**src/rtl/maxpool_2x2_stream.sv**
```systemverilog
// maxpool_2x2_stream
// 2x2, stride-2 max pooling over a raster-order stream of signed elements.
// The input map (IN_W x IN_H) arrives one element per accept; the pooled map
// ((IN_W/2) x (IN_H/2)) leaves through a single-entry output register.
// Odd trailing columns/rows are consumed and dropped (floor pooling).
//
// Datapath per accepted element (col, row):
//   even col           : element -> pair_reg
//   odd col, even row  : max(pair_reg, element) -> rowbuf[col/2]
//   odd col, odd row   : max(rowbuf[col/2], max(pair_reg, element)) -> out_data
//
// Backpressure: in_ready is low whenever a result is waiting and the consumer
// is not taking it, so a new window result can never overwrite a pending one.

module maxpool_2x2_stream #(
  parameter int IN_W   = 6,
  parameter int IN_H   = 6,
  parameter int DATA_W = 32
) (
  input  logic              clk,
  input  logic              rst,
  input  logic              start,
  input  logic [DATA_W-1:0] in_data,
  input  logic              in_valid,
  output logic              in_ready,
  output logic [DATA_W-1:0] out_data,
  output logic              out_valid,
  input  logic              out_ready,
  output logic              busy,
  output logic              done
);

  // Geometry of the counters and of the one-row buffer of horizontal maxima.
  localparam int OUT_W = IN_W / 2;
  localparam int CW    = $clog2(IN_W);
  localparam int RW    = $clog2(IN_H);
  localparam int IDX_W = (OUT_W > 1) ? $clog2(OUT_W) : 1;

  localparam logic [CW-1:0] COL_LAST = CW'(IN_W - 1);
  localparam logic [RW-1:0] ROW_LAST = RW'(IN_H - 1);

  typedef enum logic [1:0] {
    S_IDLE,
    S_RUN,
    S_DRAIN,
    S_DONE
  } state_t;

  state_t            state;
  logic [CW-1:0]     col;
  logic [RW-1:0]     row;

  logic [DATA_W-1:0] pair_reg;
  logic [DATA_W-1:0] rowbuf [OUT_W];

  logic              accept;
  logic              emit;
  logic              last_elem;
  logic              load;
  logic              buf_write;
  logic [IDX_W-1:0]  buf_idx;
  logic [DATA_W-1:0] hmax;
  logic [DATA_W-1:0] result;

  // Handshake decode. in_ready only depends on the registered state and on
  // the output register, plus the consumer's ready for pass-through.
  assign in_ready  = (state == S_RUN) && (!out_valid || out_ready);
  assign accept    = in_valid && in_ready;
  assign emit      = out_valid && out_ready;
  assign last_elem = (row == ROW_LAST) && (col == COL_LAST);

  // Odd columns and odd rows always fall inside the pooled area: with an odd
  // dimension the dropped trailing column/row has an even index, so it only
  // ever touches pair_reg or a rowbuf entry that no later odd row reads.
  assign buf_idx   = IDX_W'(col >> 1);
  assign buf_write = accept && col[0] && !row[0];
  assign load      = accept && col[0] &&  row[0];

  assign busy = (state == S_RUN) || (state == S_DRAIN);
  assign done = (state == S_DONE);

  // Signed horizontal max of the pair, then vertical max against the row buffer.
  always_comb begin
    // NOTE: every always_comb output gets a default first so no path leaves it
    // unassigned; otherwise synthesis infers a latch to hold the old value.
    hmax   = in_data;
    result = hmax;
    if ($signed(pair_reg) > $signed(in_data)) begin
      hmax = pair_reg;
    end
    result = hmax;
    if ($signed(rowbuf[buf_idx]) > $signed(hmax)) begin
      result = rowbuf[buf_idx];
    end
  end

  // Control FSM: frame sequencing and raster position counters.
  always_ff @(posedge clk) begin
    // NOTE: sequential state uses non-blocking assignments so every register
    // samples pre-edge values regardless of statement order in the block.
    if (rst) begin
      state <= S_IDLE;
      col   <= '0;
      row   <= '0;
    end else begin
      case (state)
        S_IDLE: begin
          if (start) begin
            state <= S_RUN;
            col   <= '0;
            row   <= '0;
          end
        end
        S_RUN: begin
          if (accept) begin
            if (last_elem) begin
              state <= S_DRAIN;
            end
            if (col == COL_LAST) begin
              col <= '0;
              row <= row + 1'b1;
            end else begin
              col <= col + 1'b1;
            end
          end
        end
        S_DRAIN: begin
          // Leave once nothing is pending or the pending result is taken now.
          if (!out_valid || out_ready) begin
            state <= S_DONE;
          end
        end
        S_DONE: begin
          state <= S_IDLE;
        end
        default: begin
          state <= S_IDLE;
        end
      endcase
    end
  end

  // Left element of each horizontal pair.
  always_ff @(posedge clk) begin
    // NOTE: pair_reg and rowbuf are deliberately not reset: each entry is
    // always written earlier in a frame than it is read, so stale contents
    // from an aborted frame can never reach out_data.
    if (accept && !col[0]) begin
      pair_reg <= in_data;
    end
  end

  // Horizontal maxima of the even row, waiting for the odd row below.
  always_ff @(posedge clk) begin
    if (buf_write) begin
      rowbuf[buf_idx] <= hmax;
    end
  end

  // Output register: a load wins over an emit in the same cycle, keeping
  // out_valid high with the new data.
  always_ff @(posedge clk) begin
    if (rst) begin
      out_valid <= 1'b0;
      out_data  <= '0;
    end else if (load) begin
      out_valid <= 1'b1;
      out_data  <= result;
    end else if (emit) begin
      out_valid <= 1'b0;
    end
  end

endmodule
```
**config.mk**
```make
export PLATFORM = sky130hd
export DESIGN_NAME = maxpool_2x2_stream
export DESIGN_NICKNAME = d
export VERILOG_FILES = /design/src/rtl/maxpool_2x2_stream.sv
export SDC_FILE = /design/constraint.sdc
export NUM_CORES = 1
export LEC_CHECK = 0
export BUFFER_PORTS_ARGS = -buffer_cell sky130_fd_sc_hd__buf_2
export CORE_MARGIN = 2
export CORE_UTILIZATION = 30
export CTS_CLUSTER_SIZE = 12
export DETAILED_ROUTE_END_ITERATION = 8
export SLEW_MARGIN = 20
export SYNTH_ARGS = -nofsm -noshare
export SYNTH_HDL_FRONTEND = slang
export SYNTH_SLANG_ARGS = --single-unit
```
**constraint.sdc**
```tcl
create_clock -name clk -period 5.4 [get_ports clk]
set_clock_uncertainty 0.2 [all_clocks]
set_input_delay 0.27 -clock clk [delete_from_list [all_inputs] [get_ports clk]]
set_output_delay 0.27 -clock clk [all_outputs]
set_load 0.03 [all_outputs]
```
Word level (Yosys, flattened, before mapping)
Memories as Yosys holds them, arrays and structs flattened. A register that Yosys moved wholly into a read port is not among the register bits.
Cells that the tools add are included.
{ "word_totals": {"ramBits": 96, "latchBits": 0, "elab_cells": 60, "memories": 1, "rom_bits": 0, "ff_bits": 73} }
{ "classes": {"addsub": 2, "mul": 0, "n_eq_ne": 10, "muxes": 20, "bitwise": 0, "div": 0, "n_shift": 0, "magnitude_cmp": 2, "n_reduce_logical": 19} }
{ "mem_list": {"columns": ["memory", "depth", "width", "read_ports", "rd_ports_with_merged_regs", "wr", "line_no", "text"], "rows": [
  ["rowbuf", 3, 32, 1, 1, 1, "54", "logic [DATA_W-1:0] rowbuf [OUT_W];"]
]} }
{ "ops": {"columns": ["op", "count"], "rows": [
  ["$gt A32 B32 Y1", 2],
  ["$mux W32", 2],
  ["$mux W3", 5],
  ["$mux W2", 6],
  ["$pmux W3 S2", 2],
  ["$logic_and A1 B1 Y1", 8],
  ["$ne A2 B2 Y1 const B", 4],
  ["$pmux W2 S4", 1],
  ["$reduce_and A4 Y1", 2],
  ["$add A3 B1 Y3 const B", 2],
  ["$eq A3 B3 Y1 const B", 2],
  ["$eq A2 B2 Y1 const B", 2],
  ["$mux W1", 4],
  ["$reduce_bool A2 Y1", 2],
  ["$logic_not A1 Y1", 3],
  ["$reduce_and A3 Y1", 1],
  ["$eq A2 B1 Y1 const B", 1],
  ["$logic_not A2 Y1", 1],
  ["$logic_or A1 B1 Y1", 2],
  ["$ne A2 B1 Y1 const B", 1]
]} }

Longest topological paths before layout
{ "depth": {"depth_word": 8, "depth_mapped": 21, "mapped_depth_nobuf": 17} }

Least setup slack after synthesis
OpenSTA, ideal clock, no wires.
{ "synth_path": {"path_kind": "register to register", "startpoint": "register state[1]", "endpoint": "memory rowbuf[0][0] (enable)", "path_buffers": 0, "arrival_ns": 3.925, "path_stages_with_launch": 5, "setup_time_ns": 0.502, "synth_period_minus_slack_ns": 4.627, "slack_ns": 0.773, "path_cell_list": "dfxtp_1 -> inv_1 -> ha_1 -> nand4_1 -> nor4_1"} }
{ "synth_via": {"elab_chain_len": 7} }
{ "synth_rtl": {"columns": ["item", "line_no", "text"], "rows": [
  ["start, declared", "49", "state_t state;"],
  ["start signal, assigned", "102", "state <= S_IDLE;"],
  ["start signal, assigned", "109", "state <= S_RUN;"],
  ["start signal, assigned", "117", "state <= S_DRAIN;"],
  ["$eq A2 B1 Y1", "67", "assign in_ready = (state == S_RUN) && (!out_valid || out_ready);"],
  ["$logic_and A1 B1 Y1", "67", null],
  ["$logic_and A1 B1 Y1", "68", "assign accept = in_valid && in_ready;"],
  ["$logic_and A1 B1 Y1 (2 in series)", "76", "assign buf_write = accept && col[0] && !row[0];"],
  ["$mux W1", "155", "if (buf_write) begin"],
  ["$mux W1 (implied by the code)", "156", "rowbuf[buf_idx] <= hmax;"],
  ["end, declared", "54", null]
]} }
No other way between the ends.

Final worst setup path
{ "layout_path": {"startpoint": "input port in_data[15]", "endpoint": "register out_data[1]"} }
{ "layout_via": {"elab_chain_len": 4} }
{ "layout_rtl": {"columns": ["item", "line_no", "text"], "rows": [
  ["start, declared", "23", "input logic [DATA_W-1:0] in_data,"],
  ["$gt A32 B32 Y1", "88", "if ($signed(pair_reg) > $signed(in_data)) begin"],
  ["$mux W32", "88", null],
  ["net hmax[0]", "62", "logic [DATA_W-1:0] hmax;"],
  ["$gt A32 B32 Y1", "92", "if ($signed(rowbuf[buf_idx]) > $signed(hmax)) begin"],
  ["$mux W32", "92", null],
  ["end signal, assigned", "168", "out_data <= result;"],
  ["end, declared", "26", "output logic [DATA_W-1:0] out_data,"]
]} }
The timed path passes the listed nets, and every way through them passes these cells.
A chain may end at the register's enable or synchronous reset.

==> results.py <==
metrics = {
    "power": {
        "max-vdd-ir-drop_uv": 247,
        "p_int_w": 0.00272,
        "combPwrFrac_pct": 32.3,
        "sw_frac_of_total_pct": 35.2,
        "pwr-share-clk_pct": 28.8,
        "leakagePower_nw": 4.82,
        "seqPwrFrac_pct": 38.9,
        "pwr_density_cell_nw_per_um2": 342,
        "p_sw_w": 0.00147,
    },
    "critical_path": {
        "r2r_slack_ns": 0.31,
        "r2r_start": "pair_reg[9]$_DFFE_PP_",
        "worstSetupPathType": "input pin to register",
        "start_kind": "input pin",
        "cp.arrival_ns": 5.34,
        "critPathCaptureType": "register",
        "r2r-end": "out_data[1]$_SDFFE_PP0P_",
        "r2r_cells": 17,
        "cp_max_fo": 18,
        "crit_required_ns": 5.55,
    },
    "layout": {
        "fin_nets": 1160,
        "final_core_util_pct": 36.6,
        "syn2layout_area_growth_pct": 20.1,
        "final_layout_size_suffix_gt1_share_pct": 22.2,
        "largest_reg_flops": 96,
        "num_antenna_cells": 0,
        "design_area_sq_um": 12300,
    },
    "sta": {
        "hold_viol_final": 0,
        "setup_viol": 0,
        "whs_ns": 0.130,
        "worstMarginPinSlew_ns": 0.909,
        "min_period_over_period_pct": 96.0,
        "relSlewSlack_pct": 39.3,
        "max_freq_ghz": 0.193,
        "tns_ns": 0,
        "slew_violations": 0,
        "finalCriticalPeriod_ns": 5.18,
    },
    "synthesis": {
        "synth_top_family_by_area": "compound AO/OA/AOI/OAI gates",
        "netlist_area_sq_um": 10200,
        "yosysWarnings": 0,
        "synth-seq-cells": 171,
        "synth-xor-area-share_pct": 0.172,
        "synth_flop_cell": "edfxtp_1",
        "synth-edff-count": 128,
        "synthAdderAreaFrac_pct": 8.71,
        "netlist_instances": 935,
        "synthSimpleGateAreaFrac_pct": 12.7,
        "async_flop_share_pct": 0,
        "avgSynthCellArea_sq_um": 10.9,
        "synthMuxAreaShare_pct": 6.47,
        "synth_compound_area_share_pct": 19.0,
        "syn_nets": 1043,
        "ys_seq_area_share_pct": 46.1,
        "synth_cell_type_count": 61,
    },
    "clock_tree": {
        "cts_buffers": 17,
        "clkLatencyLatePin_ns": 0.44,
        "cts_sinks": 171,
        "root_buffer": "clkbuf_16",
        "h-tree-depth": 4,
        "clkTransAtPathRegs_ns": 0.08,
        "cts_tree": "yes",
        "clock_path_buffers": 2,
    },
    "min_path": {
        "min_to": "col[0]$_SDFFE_PP0P_",
        "min_path_cells": 5,
        "hp-start": "in_valid",
        "hp-class": "input pin to register",
    },
    "floorplanning": {
        "die-area_sq_um": 35500,
        "start_util_pct": 30.4,
        "rows": 67,
        "die_h_microns": 188,
        "die_x_microns": 188,
        "core_area_sq_um": 33500,
        "ios": 73,
    },
    "outcome": {
        "status": "completed",
    },
    "grt": {
        "grt_remaining_overflow": 0,
        "track_usage_pct": 14.7,
        "grt_start_max_net_pins": 98,
        "grt_pass1_vias": 7320,
        "grt_pass1_wl_mm": 40.5,
        "antenna_found_initial": 0,
    },
    "drt": {
        "wl_per_cell_microns": 16.9,
        "routed_wl_mm": 25.6,
        "route.vias.total": 7548,
        "drtIter0Drc": 485,
        "dr.pass1.iters": 6,
        "ant_nets": 0,
        "vias_per_cell": 4.99,
        "drc": 0,
    },
    "placed_design": {
        "dp_hpwl_mm": 18.2,
        "gp_congestion": 0.876,
        "port_buffers": 72,
        "placed_area_sq_um": 11200,
    },
    "job": {
        "drv_cap": 0,
    },
}
-- kinds of logic (layout without fill, tap and decap cells) --
family,after synthesis,count (layout)
simple gates,272,272
compound gates,194,194
flops,171,171
buf+inv,159,289
fa+ha+maj,71,71
mux,66,66
xor+xnor,2,2
-- repair_timing --
action	CTS	global route
gates resized for setup	0	4
hold endpoints to repair	43	0
setup buffers	0	9
endpoints found under the setup margin	0	32
hold buffers	36	0
-- cell usage after synthesis (4+ instances only) --
| library cell | instances | area share [%] |
|---|---|---|
| a21o_1 | 6 | 0.44 |
| a21oi_1 | 30 | 1.5 |
| a41oi_1 | 27 | 2.3 |
| a41oi_2 | 5 | 0.80 |
| buf_2 | 7 | 0.34 |
| buf_4 | 7 | 0.51 |
| buf_6 | 9 | 0.99 |
| clkbuf_1 | 28 | 1.0 |
| dfxtp_1 | 43 | 8.4 |
| edfxtp_1 | 128 | 38 |
| ha_1 | 71 | 8.7 |
| inv_1 | 104 | 3.8 |
| mux2i_1 | 66 | 6.5 |
| nand2_1 | 78 | 2.9 |
| nand3_1 | 4 | 0.20 |
| nand4_1 | 14 | 0.86 |
| nor2_1 | 109 | 4.0 |
| nor2b_1 | 6 | 0.37 |
| nor3_1 | 5 | 0.25 |
| nor3b_1 | 5 | 0.37 |
| o2111ai_2 | 29 | 4.3 |
| o21a_1 | 31 | 2.3 |
| o21ai_0 | 6 | 0.29 |
| o21ai_1 | 4 | 0.20 |
| o221ai_1 | 4 | 0.34 |
| o221ai_2 | 28 | 4.1 |
| or3_1 | 32 | 2.0 |
-- critical path, cell delays in order --
cell and delay, ns:
dlygate4sd3_1 0.52, buf_2 0.16, inv_1 0.07, ha_1 0.32
nand4_2 0.19, a2111oi_4 0.46, nor3_1 0.11, nand4bb_2 0.29
buf_4 0.23, o2111ai_1 0.43, inv_1 0.18, ha_1 0.23
nor2b_1 0.11, o211ai_1 0.10, a2111o_1 0.38, o211ai_1 0.15
a211o_1 0.22, or3b_2 0.53, buf_12 0.20, o221ai_1 0.17
-- area by class of cell --
cell class,count,area (sq um)
Clock buffer,17,425
Inverter,104,390
Timing Repair Buffer,153,1160
Clock inverter,15,153
Sequential cell,171,4710
Tap cell,448,561
Fill cell,3343,21300
Multi-Input combinational cell,605,4860
-- power by group through the flow --
stage	combinational (W)	sequential (W)	clock [W]
finish	0.00135	0.00163	0.00121
global route	0.00151	0.00164	0.00127
CTS	0.00132	0.00163	0.00122
detailed placement	0.00129	0.00166	0
global placement	0.00127	0.00166	0
floorplan	0.000940	0.00164	0
-- metrics by stage --
step	instances	worst slack [ns]	power [W]
global placement	1435	0.220	0.00293
detailed placement	1435	0.128	0.00295
floorplan	935	0.773	0.00258
global route	1513	-0.0119	0.00442
CTS	1503	0.0279	0.00418
finish	1513	0.217	0.00419
-- layout by cell type (no fill, tap or decap), types with 14 or more instances in the layout --
cell and count:
o21a_1 31, mux2i_1 66, ha_1 70, nand2_1 77, buf_4 37, dlygate4sd3_1 36, or3_1 32, a21oi_1 29
inv_1 104, edfxtp_1 128, buf_2 72, clkbuf_16 17, o2111ai_2 29, o221ai_2 28, a41oi_1 27, dfxtp_1 41
nor2_1 108, nand4_1 14
-- routing by layer --
metal | share of wire [%] | track usage (%)
met1 | 45 | 19.3
met2 | 50 | 25.2
met3 | 3.6 | 2.20
met4 | 1.6 | 3.91
met5 | 0 | 0
-- worst max path at each step --
stage | start | to | slack, ns | depth (start not counted)
after CTS | in_data[31] | out_data[1]$_SDFFE_PP0P_ | 0.03 | 19
after detailed placement | in_data[31] | out_data[1]$_SDFFE_PP0P_ | 0.13 | 18
after floorplan | state[1]$_SDFFE_PP0P_ | rowbuf[0][0]$_DFFE_PP_ | 0.77 | 4
final | in_data[15] | out_data[1]$_SDFFE_PP0P_ | 0.22 | 20
after global routing | in_data[27] | out_data[8]$_SDFFE_PP0P_ | -0.01 | 21
after global placement | in_data[31] | out_data[0]$_SDFFE_PP0P_ | 0.22 | 18
(Power assumes the default switching activity.)
